`src/rtl/leon_cache_stub_pkg.sv`:
```
// Shared types and constants for the LEON cache-side responder stub.
// Holds the channel state encoding, the SPARC NOP word and the wait-state range check.
package leon_stub_pkg;

    typedef enum logic [1:0] {
        IDLE = 2'd0,
        WAIT = 2'd1,
        RESP = 2'd2
    } stub_state_e;

    localparam logic [31:0] NOP_WORD = 32'h0100_0000;
    localparam int          WS_MAX   = 15;

    // Out-of-range wait-state settings are clamped to the 4-bit counter range.
    function automatic logic [3:0] ws_clamp(input int ws);
        if (ws < 0) begin
            return 4'd0;
        end else if (ws > WS_MAX) begin
            return 4'd15;
        end else begin
            return ws[3:0];
        end
    endfunction

endpackage

```
`src/rtl/leon_cache_stub_if.sv`:
```
// Agent / IU facing signal bundle of the LEON cache stub.
// The stub uses the slave view; the integer unit and agents drive the master view.
interface leon_cache_stub_if #(
    parameter int DATA_W = 32
);
    logic              iq_valid;
    logic              iq_ready;
    logic [DATA_W-1:0] iq_data;
    logic              dq_valid;
    logic              dq_ready;
    logic [DATA_W-1:0] dq_data;
    logic              ic_req;
    logic [DATA_W-1:0] ic_data;
    logic              ic_hold;
    logic              dc_req;
    logic              dc_write;
    logic [DATA_W-1:0] dc_addr;
    logic [DATA_W-1:0] dc_wdata;
    logic [DATA_W-1:0] dc_data;
    logic              dc_hold;
    logic              dc_mds;
    logic              sq_valid;
    logic              sq_ready;
    logic [DATA_W-1:0] sq_addr;
    logic [DATA_W-1:0] sq_data;
    logic [1:0]        underflow;

    modport slave (
        input  iq_valid, iq_data, dq_valid, dq_data, ic_req,
               dc_req, dc_write, dc_addr, dc_wdata, sq_ready,
        output iq_ready, dq_ready, ic_data, ic_hold, dc_data,
               dc_hold, dc_mds, sq_valid, sq_addr, sq_data, underflow
    );

    modport master (
        output iq_valid, iq_data, dq_valid, dq_data, ic_req,
               dc_req, dc_write, dc_addr, dc_wdata, sq_ready,
        input  iq_ready, dq_ready, ic_data, ic_hold, dc_data,
               dc_hold, dc_mds, sq_valid, sq_addr, sq_data, underflow
    );
endinterface

```
`src/rtl/leon_cache_stub_fifo.sv`:
```
// Power-of-two circular FIFO with valid/ready push, pop strobe and occupancy count.
// POP_FREES lets a push into a full FIFO succeed when a pop happens in the same cycle.
module leon_stub_fifo #(
    parameter int W         = 32,
    parameter int DEPTH     = 4,
    parameter bit POP_FREES = 1'b0
) (
    input  logic                     clk,
    input  logic                     rst,
    input  logic                     push_valid,
    output logic                     push_ready,
    input  logic [W-1:0]             push_data,
    input  logic                     pop_ready,
    output logic [W-1:0]             pop_data,
    output logic [$clog2(DEPTH):0]   count
);
    localparam int            AW       = $clog2(DEPTH);
    localparam logic [AW:0]   FULL_CNT = (AW+1)'(DEPTH);

    logic [W-1:0]  mem_r [DEPTH];
    logic [AW-1:0] wr_ptr_r;
    logic [AW-1:0] rd_ptr_r;
    logic [AW:0]   count_r;
    logic          full_s;
    logic          pop_fire_s;
    logic          push_fire_s;

    assign full_s      = (count_r == FULL_CNT);
    assign pop_fire_s  = pop_ready && (count_r != '0);
    assign push_fire_s = push_valid && (!full_s || (POP_FREES && pop_fire_s));
    assign push_ready  = !full_s;
    assign pop_data    = mem_r[rd_ptr_r];
    assign count       = count_r;

    // Storage, pointers and occupancy; pointers wrap naturally at DEPTH.
    always_ff @(posedge clk or negedge rst) begin
        if (!rst) begin
            for (int i = 0; i < DEPTH; i++) begin
                mem_r[i] <= '0;
            end
            wr_ptr_r <= '0;
            rd_ptr_r <= '0;
            count_r  <= '0;
        end else begin
            if (push_fire_s) begin
                mem_r[wr_ptr_r] <= push_data;
                wr_ptr_r        <= wr_ptr_r + AW'(1);
            end
            if (pop_fire_s) begin
                rd_ptr_r <= rd_ptr_r + AW'(1);
            end
            case ({push_fire_s, pop_fire_s})
                2'b10:   count_r <= count_r + (AW+1)'(1);
                2'b01:   count_r <= count_r - (AW+1)'(1);
                default: count_r <= count_r;
            endcase
        end
    end

endmodule

```
`src/rtl/leon_cache_stub.sv`:
```
// Cache-side responder for the LEON integer unit: answers fetches and loads from
// agent-filled FIFOs with configurable wait states and captures stores into a queue.
module leon_cache_stub
    import leon_stub_pkg::*;
#(
    parameter int                DATA_W      = 32,
    parameter int                IQ_DEPTH    = 8,
    parameter int                DQ_DEPTH    = 4,
    parameter int                SQ_DEPTH    = 4,
    parameter int                WAIT_STATES = 0,
    parameter logic [DATA_W-1:0] NOP_INST    = DATA_W'(NOP_WORD)
) (
    input logic              clk,
    input logic              rst,
    leon_cache_stub_if.slave bus
);
    localparam logic [3:0]  WS       = ws_clamp(WAIT_STATES);
    localparam stub_state_e GO_STATE = (WS == 4'd0) ? RESP : WAIT;
    localparam int          IQ_CW    = $clog2(IQ_DEPTH) + 1;
    localparam int          DQ_CW    = $clog2(DQ_DEPTH) + 1;
    localparam int          SQ_CW    = $clog2(SQ_DEPTH) + 1;

    logic                  iq_ready_s, dq_ready_s, sq_ready_in_s;
    logic [DATA_W-1:0]     iq_head_s, dq_head_s;
    logic [2*DATA_W-1:0]   sq_head_s;
    logic [IQ_CW-1:0]      iq_count_s;
    logic [DQ_CW-1:0]      dq_count_s;
    logic [SQ_CW-1:0]      sq_count_s;
    logic                  iq_avail_s, dq_avail_s, sq_valid_s, sq_can_push_s;
    logic                  iq_pop_s, dq_pop_s, sq_push_s;

    stub_state_e           ic_state_r, ic_state_s;
    logic [3:0]            ic_cnt_r, ic_cnt_s;
    logic [DATA_W-1:0]     ic_data_r, ic_data_s;
    logic                  ic_hold_r, ic_hold_s, ic_start_s;

    stub_state_e           dc_state_r, dc_state_s;
    logic [3:0]            dc_cnt_r, dc_cnt_s;
    logic [DATA_W-1:0]     dc_data_r, dc_data_s;
    logic                  dc_hold_r, dc_hold_s, dc_mds_r, dc_mds_s;
    logic                  dc_start_s, dc_done_s;
    logic                  dc_write_r;
    logic [DATA_W-1:0]     dc_addr_r, dc_wdata_r;

    logic [1:0]            uf_r;
    logic                  uf_inst_s, uf_data_s;

    leon_stub_fifo #(.W(DATA_W), .DEPTH(IQ_DEPTH), .POP_FREES(1'b0)) u_iq (
        .clk(clk), .rst(rst), .push_valid(bus.iq_valid), .push_ready(iq_ready_s),
        .push_data(bus.iq_data), .pop_ready(iq_pop_s), .pop_data(iq_head_s), .count(iq_count_s)
    );

    leon_stub_fifo #(.W(DATA_W), .DEPTH(DQ_DEPTH), .POP_FREES(1'b0)) u_dq (
        .clk(clk), .rst(rst), .push_valid(bus.dq_valid), .push_ready(dq_ready_s),
        .push_data(bus.dq_data), .pop_ready(dq_pop_s), .pop_data(dq_head_s), .count(dq_count_s)
    );

    leon_stub_fifo #(.W(2*DATA_W), .DEPTH(SQ_DEPTH), .POP_FREES(1'b1)) u_sq (
        .clk(clk), .rst(rst), .push_valid(sq_push_s), .push_ready(sq_ready_in_s),
        .push_data({dc_addr_r, dc_wdata_r}), .pop_ready(bus.sq_ready), .pop_data(sq_head_s),
        .count(sq_count_s)
    );

    assign iq_avail_s    = (iq_count_s != '0);
    assign dq_avail_s    = (dq_count_s != '0);
    assign sq_valid_s    = (sq_count_s != '0);
    // An agent pop in the same cycle makes room for a store waiting on a full queue.
    assign sq_can_push_s = sq_ready_in_s || (bus.sq_ready && sq_valid_s);

    // Fetch channel next state; a request seen while responding starts the next access.
    always_comb begin
        ic_start_s = bus.ic_req && ((ic_state_r == IDLE) || (ic_state_r == RESP));
        ic_state_s = ic_state_r;
        ic_cnt_s   = ic_cnt_r;
        ic_data_s  = ic_data_r;
        ic_hold_s  = 1'b1;
        iq_pop_s   = 1'b0;
        uf_inst_s  = uf_r[0];
        case (ic_state_r)
            IDLE: begin
                ic_cnt_s   = WS;
                ic_state_s = ic_start_s ? GO_STATE : IDLE;
            end
            WAIT: begin
                ic_hold_s  = 1'b0;
                ic_cnt_s   = ic_cnt_r - 4'd1;
                ic_state_s = (ic_cnt_r == 4'd1) ? RESP : WAIT;
            end
            RESP: begin
                iq_pop_s   = iq_avail_s;
                ic_data_s  = iq_avail_s ? iq_head_s : NOP_INST;
                uf_inst_s  = uf_r[0] | !iq_avail_s;
                ic_cnt_s   = WS;
                ic_state_s = ic_start_s ? GO_STATE : IDLE;
            end
            default: begin
                ic_state_s = IDLE;
            end
        endcase
    end

    // Data channel next state; a store stays in RESP with hold low until the queue accepts it.
    always_comb begin
        dc_done_s  = !dc_write_r || sq_can_push_s;
        dc_start_s = bus.dc_req && ((dc_state_r == IDLE) || ((dc_state_r == RESP) && dc_done_s));
        dc_state_s = dc_state_r;
        dc_cnt_s   = dc_cnt_r;
        dc_data_s  = dc_data_r;
        dc_hold_s  = 1'b1;
        dc_mds_s   = 1'b0;
        dq_pop_s   = 1'b0;
        sq_push_s  = 1'b0;
        uf_data_s  = uf_r[1];
        case (dc_state_r)
            IDLE: begin
                dc_cnt_s   = WS;
                dc_state_s = dc_start_s ? GO_STATE : IDLE;
            end
            WAIT: begin
                dc_hold_s  = 1'b0;
                dc_cnt_s   = dc_cnt_r - 4'd1;
                dc_state_s = (dc_cnt_r == 4'd1) ? RESP : WAIT;
            end
            RESP: begin
                if (dc_write_r) begin
                    sq_push_s = sq_can_push_s;
                    dc_hold_s = sq_can_push_s;
                end else begin
                    dq_pop_s  = dq_avail_s;
                    dc_data_s = dq_avail_s ? dq_head_s : '0;
                    dc_mds_s  = 1'b1;
                    uf_data_s = uf_r[1] | !dq_avail_s;
                end
                dc_cnt_s   = WS;
                dc_state_s = dc_start_s ? GO_STATE : (dc_done_s ? IDLE : RESP);
            end
            default: begin
                dc_state_s = IDLE;
            end
        endcase
    end

    // State, registered outputs and the access captured at request time.
    always_ff @(posedge clk or negedge rst) begin
        if (!rst) begin
            ic_state_r <= IDLE;
            ic_cnt_r   <= 4'd0;
            ic_data_r  <= NOP_INST;
            ic_hold_r  <= 1'b1;
            dc_state_r <= IDLE;
            dc_cnt_r   <= 4'd0;
            dc_data_r  <= '0;
            dc_hold_r  <= 1'b1;
            dc_mds_r   <= 1'b0;
            dc_write_r <= 1'b0;
            dc_addr_r  <= '0;
            dc_wdata_r <= '0;
            uf_r       <= 2'b00;
        end else begin
            ic_state_r <= ic_state_s;
            ic_cnt_r   <= ic_cnt_s;
            ic_data_r  <= ic_data_s;
            ic_hold_r  <= ic_hold_s;
            dc_state_r <= dc_state_s;
            dc_cnt_r   <= dc_cnt_s;
            dc_data_r  <= dc_data_s;
            dc_hold_r  <= dc_hold_s;
            dc_mds_r   <= dc_mds_s;
            uf_r       <= {uf_data_s, uf_inst_s};
            if (dc_start_s) begin
                dc_write_r <= bus.dc_write;
                dc_addr_r  <= bus.dc_addr;
                dc_wdata_r <= bus.dc_wdata;
            end
        end
    end

    assign bus.iq_ready  = iq_ready_s;
    assign bus.dq_ready  = dq_ready_s;
    assign bus.ic_data   = ic_data_r;
    assign bus.ic_hold   = ic_hold_r;
    assign bus.dc_data   = dc_data_r;
    assign bus.dc_hold   = dc_hold_r;
    assign bus.dc_mds    = dc_mds_r;
    assign bus.sq_valid  = sq_valid_s;
    assign bus.sq_addr   = sq_head_s[2*DATA_W-1:DATA_W];
    assign bus.sq_data   = sq_head_s[DATA_W-1:0];
    assign bus.underflow = uf_r;

endmodule

```
`src/flat_wrapper.sv`:
```
// flat-port wrapper written by rule: the top's interface ports become plain ports
module leon_cache_stub_flat import leon_stub_pkg::*;
#(
    parameter int                DATA_W      = 32,
    parameter int                IQ_DEPTH    = 8,
    parameter int                DQ_DEPTH    = 4,
    parameter int                SQ_DEPTH    = 4,
    parameter int                WAIT_STATES = 0,
    parameter logic [DATA_W-1:0] NOP_INST    = DATA_W'(NOP_WORD)
)
  (clk, rst, bus_iq_valid, bus_iq_data, bus_dq_valid, bus_dq_data, bus_ic_req, bus_dc_req, bus_dc_write, bus_dc_addr, bus_dc_wdata, bus_sq_ready, bus_iq_ready, bus_dq_ready, bus_ic_data, bus_ic_hold, bus_dc_data, bus_dc_hold, bus_dc_mds, bus_sq_valid, bus_sq_addr, bus_sq_data, bus_underflow);
  leon_cache_stub_if #(.DATA_W(DATA_W)) bus_i ();
  input logic clk;
  input logic rst;
  input wire logic [$bits(bus_i.iq_valid)-1:0] bus_iq_valid;
  input wire logic [$bits(bus_i.iq_data)-1:0] bus_iq_data;
  input wire logic [$bits(bus_i.dq_valid)-1:0] bus_dq_valid;
  input wire logic [$bits(bus_i.dq_data)-1:0] bus_dq_data;
  input wire logic [$bits(bus_i.ic_req)-1:0] bus_ic_req;
  input wire logic [$bits(bus_i.dc_req)-1:0] bus_dc_req;
  input wire logic [$bits(bus_i.dc_write)-1:0] bus_dc_write;
  input wire logic [$bits(bus_i.dc_addr)-1:0] bus_dc_addr;
  input wire logic [$bits(bus_i.dc_wdata)-1:0] bus_dc_wdata;
  input wire logic [$bits(bus_i.sq_ready)-1:0] bus_sq_ready;
  output wire logic [$bits(bus_i.iq_ready)-1:0] bus_iq_ready;
  output wire logic [$bits(bus_i.dq_ready)-1:0] bus_dq_ready;
  output wire logic [$bits(bus_i.ic_data)-1:0] bus_ic_data;
  output wire logic [$bits(bus_i.ic_hold)-1:0] bus_ic_hold;
  output wire logic [$bits(bus_i.dc_data)-1:0] bus_dc_data;
  output wire logic [$bits(bus_i.dc_hold)-1:0] bus_dc_hold;
  output wire logic [$bits(bus_i.dc_mds)-1:0] bus_dc_mds;
  output wire logic [$bits(bus_i.sq_valid)-1:0] bus_sq_valid;
  output wire logic [$bits(bus_i.sq_addr)-1:0] bus_sq_addr;
  output wire logic [$bits(bus_i.sq_data)-1:0] bus_sq_data;
  output wire logic [$bits(bus_i.underflow)-1:0] bus_underflow;
  assign bus_i.iq_valid = bus_iq_valid;
  assign bus_i.iq_data = bus_iq_data;
  assign bus_i.dq_valid = bus_dq_valid;
  assign bus_i.dq_data = bus_dq_data;
  assign bus_i.ic_req = bus_ic_req;
  assign bus_i.dc_req = bus_dc_req;
  assign bus_i.dc_write = bus_dc_write;
  assign bus_i.dc_addr = bus_dc_addr;
  assign bus_i.dc_wdata = bus_dc_wdata;
  assign bus_i.sq_ready = bus_sq_ready;
  assign bus_iq_ready = bus_i.iq_ready;
  assign bus_dq_ready = bus_i.dq_ready;
  assign bus_ic_data = bus_i.ic_data;
  assign bus_ic_hold = bus_i.ic_hold;
  assign bus_dc_data = bus_i.dc_data;
  assign bus_dc_hold = bus_i.dc_hold;
  assign bus_dc_mds = bus_i.dc_mds;
  assign bus_sq_valid = bus_i.sq_valid;
  assign bus_sq_addr = bus_i.sq_addr;
  assign bus_sq_data = bus_i.sq_data;
  assign bus_underflow = bus_i.underflow;
  leon_cache_stub #(.DATA_W(DATA_W), .IQ_DEPTH(IQ_DEPTH), .DQ_DEPTH(DQ_DEPTH), .SQ_DEPTH(SQ_DEPTH), .WAIT_STATES(WAIT_STATES), .NOP_INST(NOP_INST)) u_core (.clk(clk), .rst(rst), .bus(bus_i));
endmodule
```
`config.mk`:
```
export PLATFORM = sky130hd
export DESIGN_NAME = leon_cache_stub_flat
export DESIGN_NICKNAME = d
export VERILOG_FILES = /design/src/rtl/leon_cache_stub_pkg.sv /design/src/rtl/leon_cache_stub_if.sv /design/src/rtl/leon_cache_stub_fifo.sv /design/src/rtl/leon_cache_stub.sv /design/src/flat_wrapper.sv
export SDC_FILE = /design/constraint.sdc
export NUM_CORES = 1
export LEC_CHECK = 0
export CAP_MARGIN = 5
export CORE_ASPECT_RATIO = 1.5
export CORE_MARGIN = 5
export CORE_UTILIZATION = 45
export CTS_CLUSTER_DIAMETER = 60
export CTS_CLUSTER_SIZE = 25
export DETAILED_ROUTE_END_ITERATION = 10
export GPL_ROUTABILITY_DRIVEN = 1
export GPL_TIMING_DRIVEN = 1
export PLACE_DENSITY_LB_ADDON = 0.05
export SYNTH_ARGS = -nofsm -noshare
export SYNTH_HDL_FRONTEND = slang
export SYNTH_SLANG_ARGS = --single-unit
```
`constraint.sdc`:
```
create_clock -name clk -period 3.9 [get_ports clk]
set_input_delay 0.975 -clock clk [delete_from_list [all_inputs] [get_ports clk]]
set_output_delay 0.975 -clock clk [all_outputs]
set_load 0.01 [all_outputs]
```
==> results.json <==
{
  "wl_per_cell_um": 23.48,
  "async_reset_ff_share_pct": 100.0,
  "netlist.area_leader.share_pct": 57.85,
  "synth_fa_ha_area_share_pct": 0.8531,
  "fmax_mhz": 276.2,
  "report.final.hold_viol_count": 0,
  "ys_warn_count": 0,
  "ctsResizeCount": 0,
  "num_vias": 19162,
  "rsz0062_at_grt": "no",
  "skew_ns": 0.03149,
  "start_util_pct": 45.18,
  "yosys_register_bits": 810,
  "pin_count": 272,
  "grt_pass1_vias": 21566,
  "final_common_cell": "dfrtp_1",
  "worstSetupStartpointType": "register",
  "coreArea_um2": 77260,
  "grt_pass1_wl_um": 129600,
  "final_util_pct": 52.90,
  "yosysTopAreaCell": "dfrtp_1",
  "powerDensity_nw_per_um2": 833.3,
  "drive_above_1_share_pct": 43.72,
  "clock_sinks": 810,
  "setup_slack_ns": 0.2790,
  "dp.cells": 3406,
  "die_w_um": 237.4,
  "holdCritPathClass": "input port to asynchronous set/reset pin",
  "finalSetupTns_ns": 0,
  "netlist_top_cells_area": "dfrtp_1 58%, mux2_2 23%, mux4_2 8.3%",
  "setup_violations": 0,
  "status": "completed",
  "min_period_ns": 3.621,
  "cts_buffer_depth": 3,
  "fin_nets": 2598,
  "io_buffers": 271,
  "muxShareOfSynthArea_pct": 33.76,
  "yosys.area_share.simple_pct": 2.151,
  "drt_pass1_iterations": 5,
  "synth.distinct_cells": 47,
  "finalNonFillerCells": 3494,
  "syn_avg_cell_area_um2": 16.03,
  "antenna_found_initial": 10,
  "power.total_uw": 34060,
  "p_leak_uw": 0.01750,
  "synth_compound_area_share_pct": 2.394,
  "dr.first_iter.drc_count": 745,
  "arrival_ns": 2.65,
  "routed_wl_um": 82030,
  "synth_fp_nets": 2336,
  "ys.flop_type": "dfrtp_1",
  "slew_violations": 0,
  "synthToLayoutAreaGrowth_pct": 17.09,
  "die_area_um2": 83360,
  "htree_num_levels": 2,
  "clkLatencyLatePin_ns": 0.63,
  "grt_max_degree": 92,
  "synthCells": 2178,
  "synth-xor-area-share_pct": 0.6022,
  "grt_overflow": 0,
  "postCtsHoldBufs": 0,
  "maxSlewHeadroom_pct": 28.93,
  "reg2regPathDepth": 8,
  "via_per_inst": 5.484,
  "pre_cts_ws_ns": 0.6451,
  "synth_edf_count": 0,
  "irDropWorstVdd_v": 0.0005162,
  "finalCritPeriodShare_pct": 92.85,
  "clkTransAtPathRegs_ns": 0.09,
  "critPathKind": "register to output pin",
  "cap_violations": 0,
  "drt.antenna.violating_nets": 0,
  "root_buffer": "clkbuf_16",
  "dp_hpwl_um": 52960,
  "cts_tree": "yes",
  "end_kind": "output pin",
  "cp_data_required_time_ns": 2.92,
  "numCtsBuffers": 47,
  "gp_congestion": 0.7420,
  "fillers": 6427,
  "synth_top_family_by_area": "multiplexers",
  "worst_pin_slew_ns": 1.066,
  "layout.cells.most_common_list": "802 x dfrtp_1, 707 x mux2_2, 270 x clkdlybuf4s50_1, 128 x mux4_2, 60 x mux2_4",
  "ys_seq_area_share_pct": 58.08,
  "die_h_um": 351.1,
  "netlist_area_um2": 34910,
  "rows": 125,
  "crit_fanout": 14,
  "drc": 0,
  "track_usage_pct": 19.83
}
-- flip-flops by register name, indices dropped and copies added, names as in the netlist, 2 cells and up --
signal / cells
u_core.ic_cnt_r: 4
u_core.u_iq.rd_ptr_r: 3
u_core.dc_addr_r: 32
u_core.u_sq.wr_ptr_r: 2
u_core.u_sq.count: 3
u_core.u_sq.mem_r: 256
u_core.ic_state_r: 2
u_core.u_iq.mem_r: 256
u_core.u_dq.wr_ptr_r: 2
u_core.u_iq.wr_ptr_r: 3
u_core.u_dq.mem_r: 128
u_core.u_dq.count: 3
u_core.u_sq.rd_ptr_r: 2
u_core.u_dq.rd_ptr_r: 2
u_core.bus.underflow: 2
u_core.dc_cnt_r: 4
u_core.dc_wdata_r: 32
u_core.bus.ic_data: 32
u_core.dc_state_r: 2
u_core.bus.dc_data: 32
u_core.u_iq.count: 4
-- kinds of logic (layout without fill, tap and decap cells) --
family,count (synthesis),count (layout)
other,0,3
adder cells (fa/ha/maj),22,22
XOR/XNOR,24,24
flip-flops,810,810
AO/OA/AOI/OAI,115,115
AND/OR/NAND/NOR,145,145
multiplexers,899,899
buffers and inverters,163,460
-- per-stage QoR --
stage,area [µm²],hold slack (ns)
2_1_floorplan,34910,0.4487
3_3_place_gp,39230,0.4422
3_5_place_dp,39230,0.4589
4_1_cts,40870,0.4145
5_1_grt,40870,0.4401
6_report,40870,0.4180
-- what timing repair did --
action / in CTS / in global routing
setup endpoints to repair: 10 / 0
endpoints found under the hold margin: 0 / 0
setup buffers: 1 / 0
-- final cells by class --
| type | instances | area, µm² | share of cell area (%) |
|---|---|---|---|
| antenna | 3 | 7.507 | 0.01837 |
| clock buffer | 55 | 1289 | 3.153 |
| clock inverter | 29 | 322.8 | 0.7898 |
| inverter | 25 | 96.34 | 0.2357 |
| multi-input combinational | 1205 | 13900 | 34.01 |
| sequential | 810 | 20280 | 49.63 |
| tap | 1016 | 1271 | 3.110 |
| timing repair buffer | 351 | 3701 | 9.055 |
-- synth_stat cells, types with 8 or more instances --
master    number
dfrtp_1      807
o31ai_1       31
and2_1         9
nor2b_1       23
inv_1         24
mux2_4        60
mux2_2       707
buf_2         64
buf_6          8
clkbuf_1      43
a22o_1        32
ha_1          19
o22ai_1       34
nand2_1       61
buf_1         23
mux4_2       128
nor2_1        17
xnor2_1       15
nand2b_1       9
o21ai_0        8
xor2_1         9
-- power breakdown --
part / total [µW] / switching [µW] / leakage, µW / internal [µW]
clock network: 5670 / 3050 / 0.000786 / 2620
registers: 14600 / 2280 / 0.00974 / 12300
logic: 13800 / 5270 / 0.00698 / 8550
total: 34100 / 10600 / 0.0175 / 23500
-- worst paths after layout --
check                                                    startpoint                             endpoint  slack [ns]
worst max-delay path            u_core.u_sq.rd_ptr_r[0]$_DFFE_PN0P_                      bus_sq_addr[23]        0.28
worst min-delay path                                            rst     u_core.dc_wdata_r[8]$_DFFE_PN0P_        0.42
worst max register to register     u_core.u_iq.count[1]$_DFFE_PN0P_     u_core.u_iq.count[3]$_DFFE_PN0P_        1.21
worst min register to register  u_core.bus.underflow[1]$_DFFE_PN0P_  u_core.bus.underflow[1]$_DFFE_PN0P_        0.47
max in group asynchronous                                       rst     u_core.u_iq.mem_r[7]$_DFFE_PN0P_        2.41
min in group clk                u_core.bus.underflow[1]$_DFFE_PN0P_  u_core.bus.underflow[1]$_DFFE_PN0P_        0.47
-- per-layer routing --
layer / GRT usage, % / vias to the layer above / share of wire (%)
li1: - / 8494 / -
met1: 23.57 / 10238 / 39
met2: 36.48 / 305 / 53
met3: 4.666 / 111 / 5.1
met4: 4.726 / 14 / 2.4
met5: 0 / - / 0.11
-- critical path, stage by stage (launching register included) --
cell	delay, ns
dfrtp_4	0.70
buf_4	0.28
mux4_2	0.54
clkdlybuf4s50_1	0.51
Note: power is estimated with default switching activity, not from simulation.
